--- config.mk ---
export PLATFORM = sky130hd
export DESIGN_NAME = traffic_phase_timer
export DESIGN_NICKNAME = d
export VERILOG_FILES = /design/src/rtl/traffic_pkg.sv /design/src/rtl/traffic_dur_regs.sv /design/src/rtl/traffic_phase_timer.sv
export SDC_FILE = /design/constraint.sdc
export NUM_CORES = 1
export LEC_CHECK = 0
export CORE_MARGIN = 2
export CORE_UTILIZATION = 54
export DETAILED_ROUTE_END_ITERATION = 10
export GPL_ROUTABILITY_DRIVEN = 0
export PLACE_DENSITY = 0.79
export SYNTH_ARGS = -nofsm -noshare
export SYNTH_HDL_FRONTEND = slang
export SYNTH_SLANG_ARGS = --single-unit
export TNS_END_PERCENT = 50
--- constraint.sdc ---
create_clock -name clk_1hz -period 2.4 [get_ports clk_1hz]
set_clock_uncertainty 0.2 [all_clocks]
set_input_delay 0.24 -clock clk_1hz [delete_from_list [all_inputs] [get_ports clk_1hz]]
set_output_delay 0.24 -clock clk_1hz [all_outputs]
set_load 0.005 [all_outputs]
--- src/rtl/traffic_pkg.sv ---
// Shared encodings for the traffic light FSM and its phase timer.
// State codes, duration-select codes and the minimum legal dwell.
package traffic_pkg;

  typedef enum logic [2:0] {
    S0 = 3'd0,
    S1 = 3'd1,
    S2 = 3'd2,
    S3 = 3'd3
  } state_e;

  localparam logic [1:0] SEL_GREEN_A  = 2'd0;
  localparam logic [1:0] SEL_YELLOW_A = 2'd1;
  localparam logic [1:0] SEL_GREEN_B  = 2'd2;
  localparam logic [1:0] SEL_YELLOW_B = 2'd3;

  localparam int DUR_MIN = 2;

  function automatic logic is_legal(input logic [2:0] s);
    return s <= 3'(S3);
  endfunction

endpackage

--- src/rtl/traffic_dur_regs.sv ---
// Four-entry phase duration bank, clamped to DUR_MIN on write,
// with a combinational read port indexed by the current phase.
module traffic_dur_regs
  import traffic_pkg::*;
#(
  parameter int CW = 6,
  parameter int D0 = 10,
  parameter int D1 = 3,
  parameter int D2 = 10,
  parameter int D3 = 3
) (
  input  logic          clk_i,
  input  logic          rst_i,
  input  logic          we_i,
  input  logic [1:0]    sel_i,
  input  logic [CW-1:0] wdata_i,
  input  logic [1:0]    rd_sel_i,
  output logic [CW-1:0] rd_data_o
);

  logic [3:0][CW-1:0] dur_q;
  logic [3:0][CW-1:0] dur_d;

  // A dwell below DUR_MIN would require loading a negative count.
  function automatic logic [CW-1:0] clamp_min(input logic [CW-1:0] v);
    return (v < CW'(DUR_MIN)) ? CW'(DUR_MIN) : v;
  endfunction

  always_comb begin
    dur_d = dur_q;
    if (we_i) dur_d[sel_i] = clamp_min(wdata_i);
  end

  always_ff @(posedge clk_i) begin
    if (rst_i) begin
      dur_q[SEL_GREEN_A]  <= CW'(D0);
      dur_q[SEL_YELLOW_A] <= CW'(D1);
      dur_q[SEL_GREEN_B]  <= CW'(D2);
      dur_q[SEL_YELLOW_B] <= CW'(D3);
    end else begin
      dur_q <= dur_d;
    end
  end

  // Reads the pre-write value, so a same-cycle load sees the old duration.
  assign rd_data_o = dur_q[rd_sel_i];

endmodule

--- src/rtl/traffic_phase_timer.sv ---
// Per-phase countdown that produces the green/yellow expiry inputs of the
// traffic light FSM, plus a seconds-remaining value for the display.
module traffic_phase_timer
  import traffic_pkg::*;
#(
  parameter int CW       = 6,
  parameter int GREEN_A  = 10,
  parameter int YELLOW_A = 3,
  parameter int GREEN_B  = 10,
  parameter int YELLOW_B = 3
) (
  input  logic          clk_1hz,
  input  logic          rst,
  input  logic [2:0]    state,
  input  logic          cfg_we,
  input  logic [1:0]    cfg_sel,
  input  logic [CW-1:0] cfg_data,
  output logic          time1,
  output logic          time2,
  output logic [CW-1:0] remaining,
  output logic          illegal_state
);

  logic [CW-1:0] cnt_q, cnt_d;
  logic [2:0]    state_q, state_d;
  logic [CW-1:0] dur_rd;
  logic          legal, match, change, expired;

  traffic_dur_regs #(
    .CW(CW), .D0(GREEN_A), .D1(YELLOW_A), .D2(GREEN_B), .D3(YELLOW_B)
  ) u_dur (
    .clk_i     (clk_1hz),
    .rst_i     (rst),
    .we_i      (cfg_we),
    .sel_i     (cfg_sel),
    .wdata_i   (cfg_data),
    .rd_sel_i  (state[1:0]),
    .rd_data_o (dur_rd)
  );

  assign legal   = is_legal(state);
  assign match   = legal && (state == state_q);
  assign change  = legal && (state != state_q);
  assign expired = match && (cnt_q == '0);

  // The change cycle itself is the first cycle of the new phase, hence -2.
  always_comb begin
    cnt_d   = cnt_q;
    state_d = state_q;
    if (change) begin
      cnt_d   = dur_rd - CW'(DUR_MIN);
      state_d = state;
    end else if (match && cnt_q != '0) begin
      cnt_d = cnt_q - CW'(1);
    end
  end

  always_ff @(posedge clk_1hz) begin
    if (rst) begin
      cnt_q   <= CW'(GREEN_A - 1);
      state_q <= 3'(S0);
    end else begin
      cnt_q   <= cnt_d;
      state_q <= state_d;
    end
  end

  assign time1         = expired && !state[0];
  assign time2         = expired && state[0];
  assign illegal_state = !legal;

  always_comb begin
    remaining = '0;
    if (match)       remaining = cnt_q + CW'(1);
    else if (change) remaining = dur_rd;
  end

endmodule

# After elaboration in Yosys (flattened, before gate mapping)
# Cells that the tools add are included.
# word_totals
regBits	33
in_bits	14
output_inout_bits	9
wordCells	38
# classes
n_addsub	3
magnitude_cmp	5
n_eq_ne	2
mux	10
reduce_logical	12
# op_table
cell	n
6-bit 2-to-1 mux	7
24-bit bitwise mux	1
6-bit binary-select mux with 2-bit select	1
6-bit demux with 2-bit select	1
1-bit logical AND	7
6-bit by 1-bit adder with 6-bit output (second input constant)	1
6-bit logical NOT	1
2-bit by 3-bit < comparator with 1-bit output (second input constant)	2
6-bit by 2-bit < comparator with 1-bit output (second input constant)	1
6-bit nonzero test	1
6-bit by 1-bit subtractor with 6-bit output (second input constant)	1
6-bit by 2-bit subtractor with 6-bit output (second input constant)	1
3-bit equality test	1
3-bit by 2-bit <= comparator with 1-bit output (second input constant)	1
3-bit != test	1
2-bit by 1-bit >= comparator with 1-bit output (second input constant)	1
1-bit logical NOT	2
2-bit nonzero test	1

# Logic depth before layout (Yosys ltp)
# logic_depth
ltp_word	5
depth_mapped	7
mapped_depth_nobuf	7

# Cells and area by module
# A second synthesis with hierarchy kept.
# unflattened
cells_unflattened	182
hier_area_um2	1766.7
# by_module_without_submodules
module	instances	cells_each	area_per_inst_um2	seq_area_each_um2
traffic_dur_regs	1	93	1037.2	480.5
traffic_phase_timer	1	89	729.4	180.2

# Worst setup path after synthesis
# OpenSTA, ideal clock, no wires.
# synth_timing
path_kind	in2reg
start	in state[0]
end	reg cnt_q[5]
setup_time_ps	86
t_arrival_ps	1661
required_ps	2114
setup_slack_ps	453
path_stages	7
n_path_buf	1
path_cell_list	buf_2 > mux4_2 > inv_1 > ha_1 > nand2_1 > xor2_1 > a211oi_1
# synth_via
elab_chain_len	4
elab_cells_between_ends	11
classes_between	1 x add/sub; 1 x order compare; 2 x eq/ne; 3 x mux; 4 x reduce/logical
# synth_lines
item	line_no	source
start, declared	traffic_phase_timer.sv:14	input logic [2:0] state,
6-bit binary-select mux with 2-bit select, or another cell as far along	traffic_dur_regs.sv:46	assign rd_data_o = dur_q[rd_sel_i];
6-bit 2-to-1 mux (implied by the code) / 1-bit logical AND (equally long branches)	traffic_dur_regs.sv:46, traffic_phase_timer.sv:42	
6-bit by 2-bit subtractor with 6-bit output / 1-bit logical AND (equally long branches)	traffic_phase_timer.sv:51, traffic_phase_timer.sv:53	
6-bit 2-to-1 mux / 2-bit nonzero test (equally long branches)	--	
end signal, assigned	traffic_phase_timer.sv:60	cnt_q <= CW'(GREEN_A - 1);
end signal, assigned	traffic_phase_timer.sv:63	cnt_q <= cnt_d;
end, declared	traffic_phase_timer.sv:24	logic [CW-1:0] cnt_q, cnt_d;
# Several ways; a longest one is shown, not always the timed one. The select of a mux whose other input is x is not followed.
# A chain may end at the register's enable or synchronous reset.

# Final worst setup path
# layout_timing
start	in state[0]
end	out remaining[3]
# layout_via
elab_chain_len	4
elab_cells_between_ends	9
classes_between	1 x order compare; 2 x eq/ne; 4 x mux; 2 x reduce/logical
# layout_lines
item	line_no	source
3-bit by 2-bit <= comparator with 1-bit output, or another cell as far along	traffic_pkg.sv:20	return s <= 3'(S3);
1-bit logical AND / 6-bit 2-to-1 mux (equally long branches)	traffic_phase_timer.sv:43, traffic_dur_regs.sv:46	
6-bit 2-to-1 mux	traffic_phase_timer.sv:75	else if (change) remaining = dur_rd;
6-bit 2-to-1 mux (*)	traffic_phase_timer.sv:74	if (match) remaining = cnt_q + CW'(1);
end, declared	traffic_phase_timer.sv:20	output logic [CW-1:0] remaining,
# Every way passes the cells marked *; elsewhere a longest branch is shown, timed or not. The select of a mux whose other input is x is not followed.

==> flow_summary.json <==
{
  "synth-seq-cells": 33,
  "ir_drop_uv": 560.3,
  "diodes": 0,
  "internal-power_mw": 0.9706,
  "cts.sinks": 33,
  "hpwlAfterDp_um": 2822,
  "first_iter_violations": 102,
  "maxClockFrequency_mhz": 422.4,
  "crit_chain": "clkdlybuf4s50_1 -> buf_6 -> buf_4 -> mux4_2 -> nand2_1 -> o21ai_1 -> dlygate4sd2_1",
  "h-tree-depth": 2,
  "ys_seq_area_frac": 0.3774,
  "synth.distinct_cells": 36,
  "p_comb_frac": 0.207,
  "post-route-period-util": 0.9864,
  "r2r-start": "cnt_q[2]",
  "whs_path_depth": 1,
  "switching_share": 0.2674,
  "drive_above_1_share": 0.2400,
  "place_area_mm2": 0.002052,
  "finalSetupViolations": 0,
  "coreArea_mm2": 0.003078,
  "min_path_type": "reg2reg",
  "tightest_slew_ps": 454.0,
  "syn_inst": 184,
  "num_vias": 1481,
  "max_stage_delay_ps": 530,
  "critical_path_peak_fanout": 5,
  "synth.area.top_cells": "dfxtp_1 38%, mux2i_1 10%, mux4_2 7.7%",
  "power.density_mw_per_mm2": 582.1,
  "fin_area_mm2": 0.002276,
  "yosysTopAreaCellShare": 0.3774,
  "hold_ws_ps": 269.6,
  "die_y_um": 60.94,
  "final_hold_viol_count": 0,
  "min_period_ps": 2367,
  "routedWlPerCell_um": 15.04,
  "synthToLayoutAreaGrowth_pct": 30.02,
  "status": "complete, no violations",
  "syn-cell-area_mm2": 0.001750,
  "clock_latency_ps": 350,
  "critPathLaunchType": "primary input",
  "via_per_inst": 5.506,
  "yosysWarnings": 0,
  "drv_cap": 0,
  "clock_path_buffers": 2,
  "grt_overflow": 0,
  "ant_nets": 0,
  "path_clk_slew_ps": 100,
  "pwr-share-clk": 0.332,
  "die_x_um": 60.94,
  "grt.total_usage": 0.2351,
  "grt_pass1_wl_um": 6320,
  "syn-num-nets": 202,
  "firstDrtPassIters": 5,
  "synth_edf_count": 0,
  "report.final.slew_viol_count": 0,
  "syn_avg_cell_area_um2": 9.513,
  "leakage_nw": 1.004,
  "slew_headroom": 0.6965,
  "fin_nets": 242,
  "synth_ff_type": "dfxtp_1",
  "hp-start": "u_dur.dur_q[19]",
  "wl_um": 4045,
  "critical_path_class": "in2out",
  "cp_slowest_cell": "mux4_2",
  "rows": 20,
  "cts_buffers": 5,
  "endpoint_kind": "output port",
  "seq_area_um2": 665.6,
  "cts-root-buf": "clkbuf_4",
  "die-area_mm2": 0.003713,
  "grt_pass1_vias": 1440,
  "multi_input_area_mm2": 0.001061,
  "post-route-util": 0.7394,
  "design.portCount": 23,
  "cp-startpoint": "state[0]",
  "fillerInstances": 228,
  "seq_power_share": 0.461,
  "cts_tree": "done",
  "synthArstFlopShare": 0,
  "grt_max_degree": 34,
  "portBuffers": 22,
  "rr_worst_depth": 5,
  "power_switching_mw": 0.3542,
  "yosysTopAreaCell": "dfxtp_1",
  "crit_required_ps": 1960,
  "drc": 0,
  "arrival_ps": 1930,
  "grt_antenna_before_repair": 0,
  "initial_core_util": 0.5687
}
## worst paths after layout
path	to	slack, ps
max	remaining[3]	30
min	u_dur.dur_q[19]	270
max reg2reg	cnt_q[5]	420
min reg2reg	u_dur.dur_q[19]	270
## cell type report
cell class,instances,share of cell area
well taps,44,0.02419
inverters,7,0.01154
flip-flops and latches,33,0.2925
clock buffers,7,0.02419
repair buffers,43,0.1682
multi-input cells,134,0.4662
clock inverters,1,0.01319
## critical path: cells and delay by family
kind	cells	cell delay, ps
AND/OR/NAND/NOR	1	100
buffers and inverters	4	990
AO/OA/AOI/OAI	1	60
multiplexers	1	530
## metrics by stage
step / setup slack, ps / total power [mW] / std cells / setup TNS [ps]
global route: -10.58 / 1.384 / 269 / -34.61
global placement: -173.3 / 0.8516 / 253 / -1266
CTS: -148.5 / 1.310 / 263 / -205.7
finish: 32.54 / 1.325 / 269 / 0
detailed placement: -208.5 / 0.8629 / 253 / -1489
floorplan: 453.0 / 0.7698 / 184 / 0
## logic make-up after synthesis
kind of cell / count (synthesis) / share of synthesized area
adder cells (fa/ha/maj): 4 / 0.02859
XOR/XNOR: 11 / 0.05504
AND/OR/NAND/NOR: 68 / 0.1959
buffers and inverters: 17 / 0.05575
multiplexers: 24 / 0.1801
flip-flops: 33 / 0.3774
AO/OA/AOI/OAI: 27 / 0.1072
## timing repair
action / CTS / global route
pin swaps: 6 / 3
hold buffers: 0 / 0
hold endpoints to repair: 0 / 0
buffers inserted: 2 / 6
resized for setup: 16 / 14
setup endpoints to repair: 8 / 6
## power by group through the flow
stage / logic (mW) / registers [mW] / clock network [mW]
final: 0.274 / 0.611 / 0.440
after global routing: 0.297 / 0.615 / 0.472
after CTS: 0.253 / 0.609 / 0.448
after detailed placement: 0.245 / 0.618 / 0
after global placement: 0.237 / 0.615 / 0
after floorplan: 0.166 / 0.604 / 0
## synth_stat cells, types with 4 or more instances
cell	number
nand2_1	11
dfxtp_1	33
xnor2_1	4
inv_1	7
xor2_1	7
a211o_1	9
o21ai_0	5
a211oi_1	6
mux4_2	6
clkbuf_1	4
a21oi_1	5
ha_1	4
nor2_1	32
mux2i_1	18
## placed cells by master, fill, tap and decap left out, types with 6 or more instances in the layout
cell,Yosys,layout
mux2i_1,18,18
nand2_1,11,10
nor2_1,32,32
o21ai_1,1,6
dfxtp_1,33,31
inv_1,7,6
mux4_2,6,6
a211o_1,9,9
buf_4,0,20
clkdlybuf4s50_1,0,14
a211oi_1,6,6
## sequential cells by signal, summed over array words and instances (netlist names)
signal and flops:
u_dur.dur_q 24, cnt_q 6, state_q 3
## per-layer routing
layer  global-route usage  routed length (µm)  share of wire  up-vias
met5                    0                   0              0        -
met4              0.08696                  74          0.018        0
met3              0.06610                 163          0.040        6
met2               0.4209                2117           0.52       39
met1               0.2651                1690           0.42      707
li1                     -                   -              -      729
(Power assumes the default switching activity.)
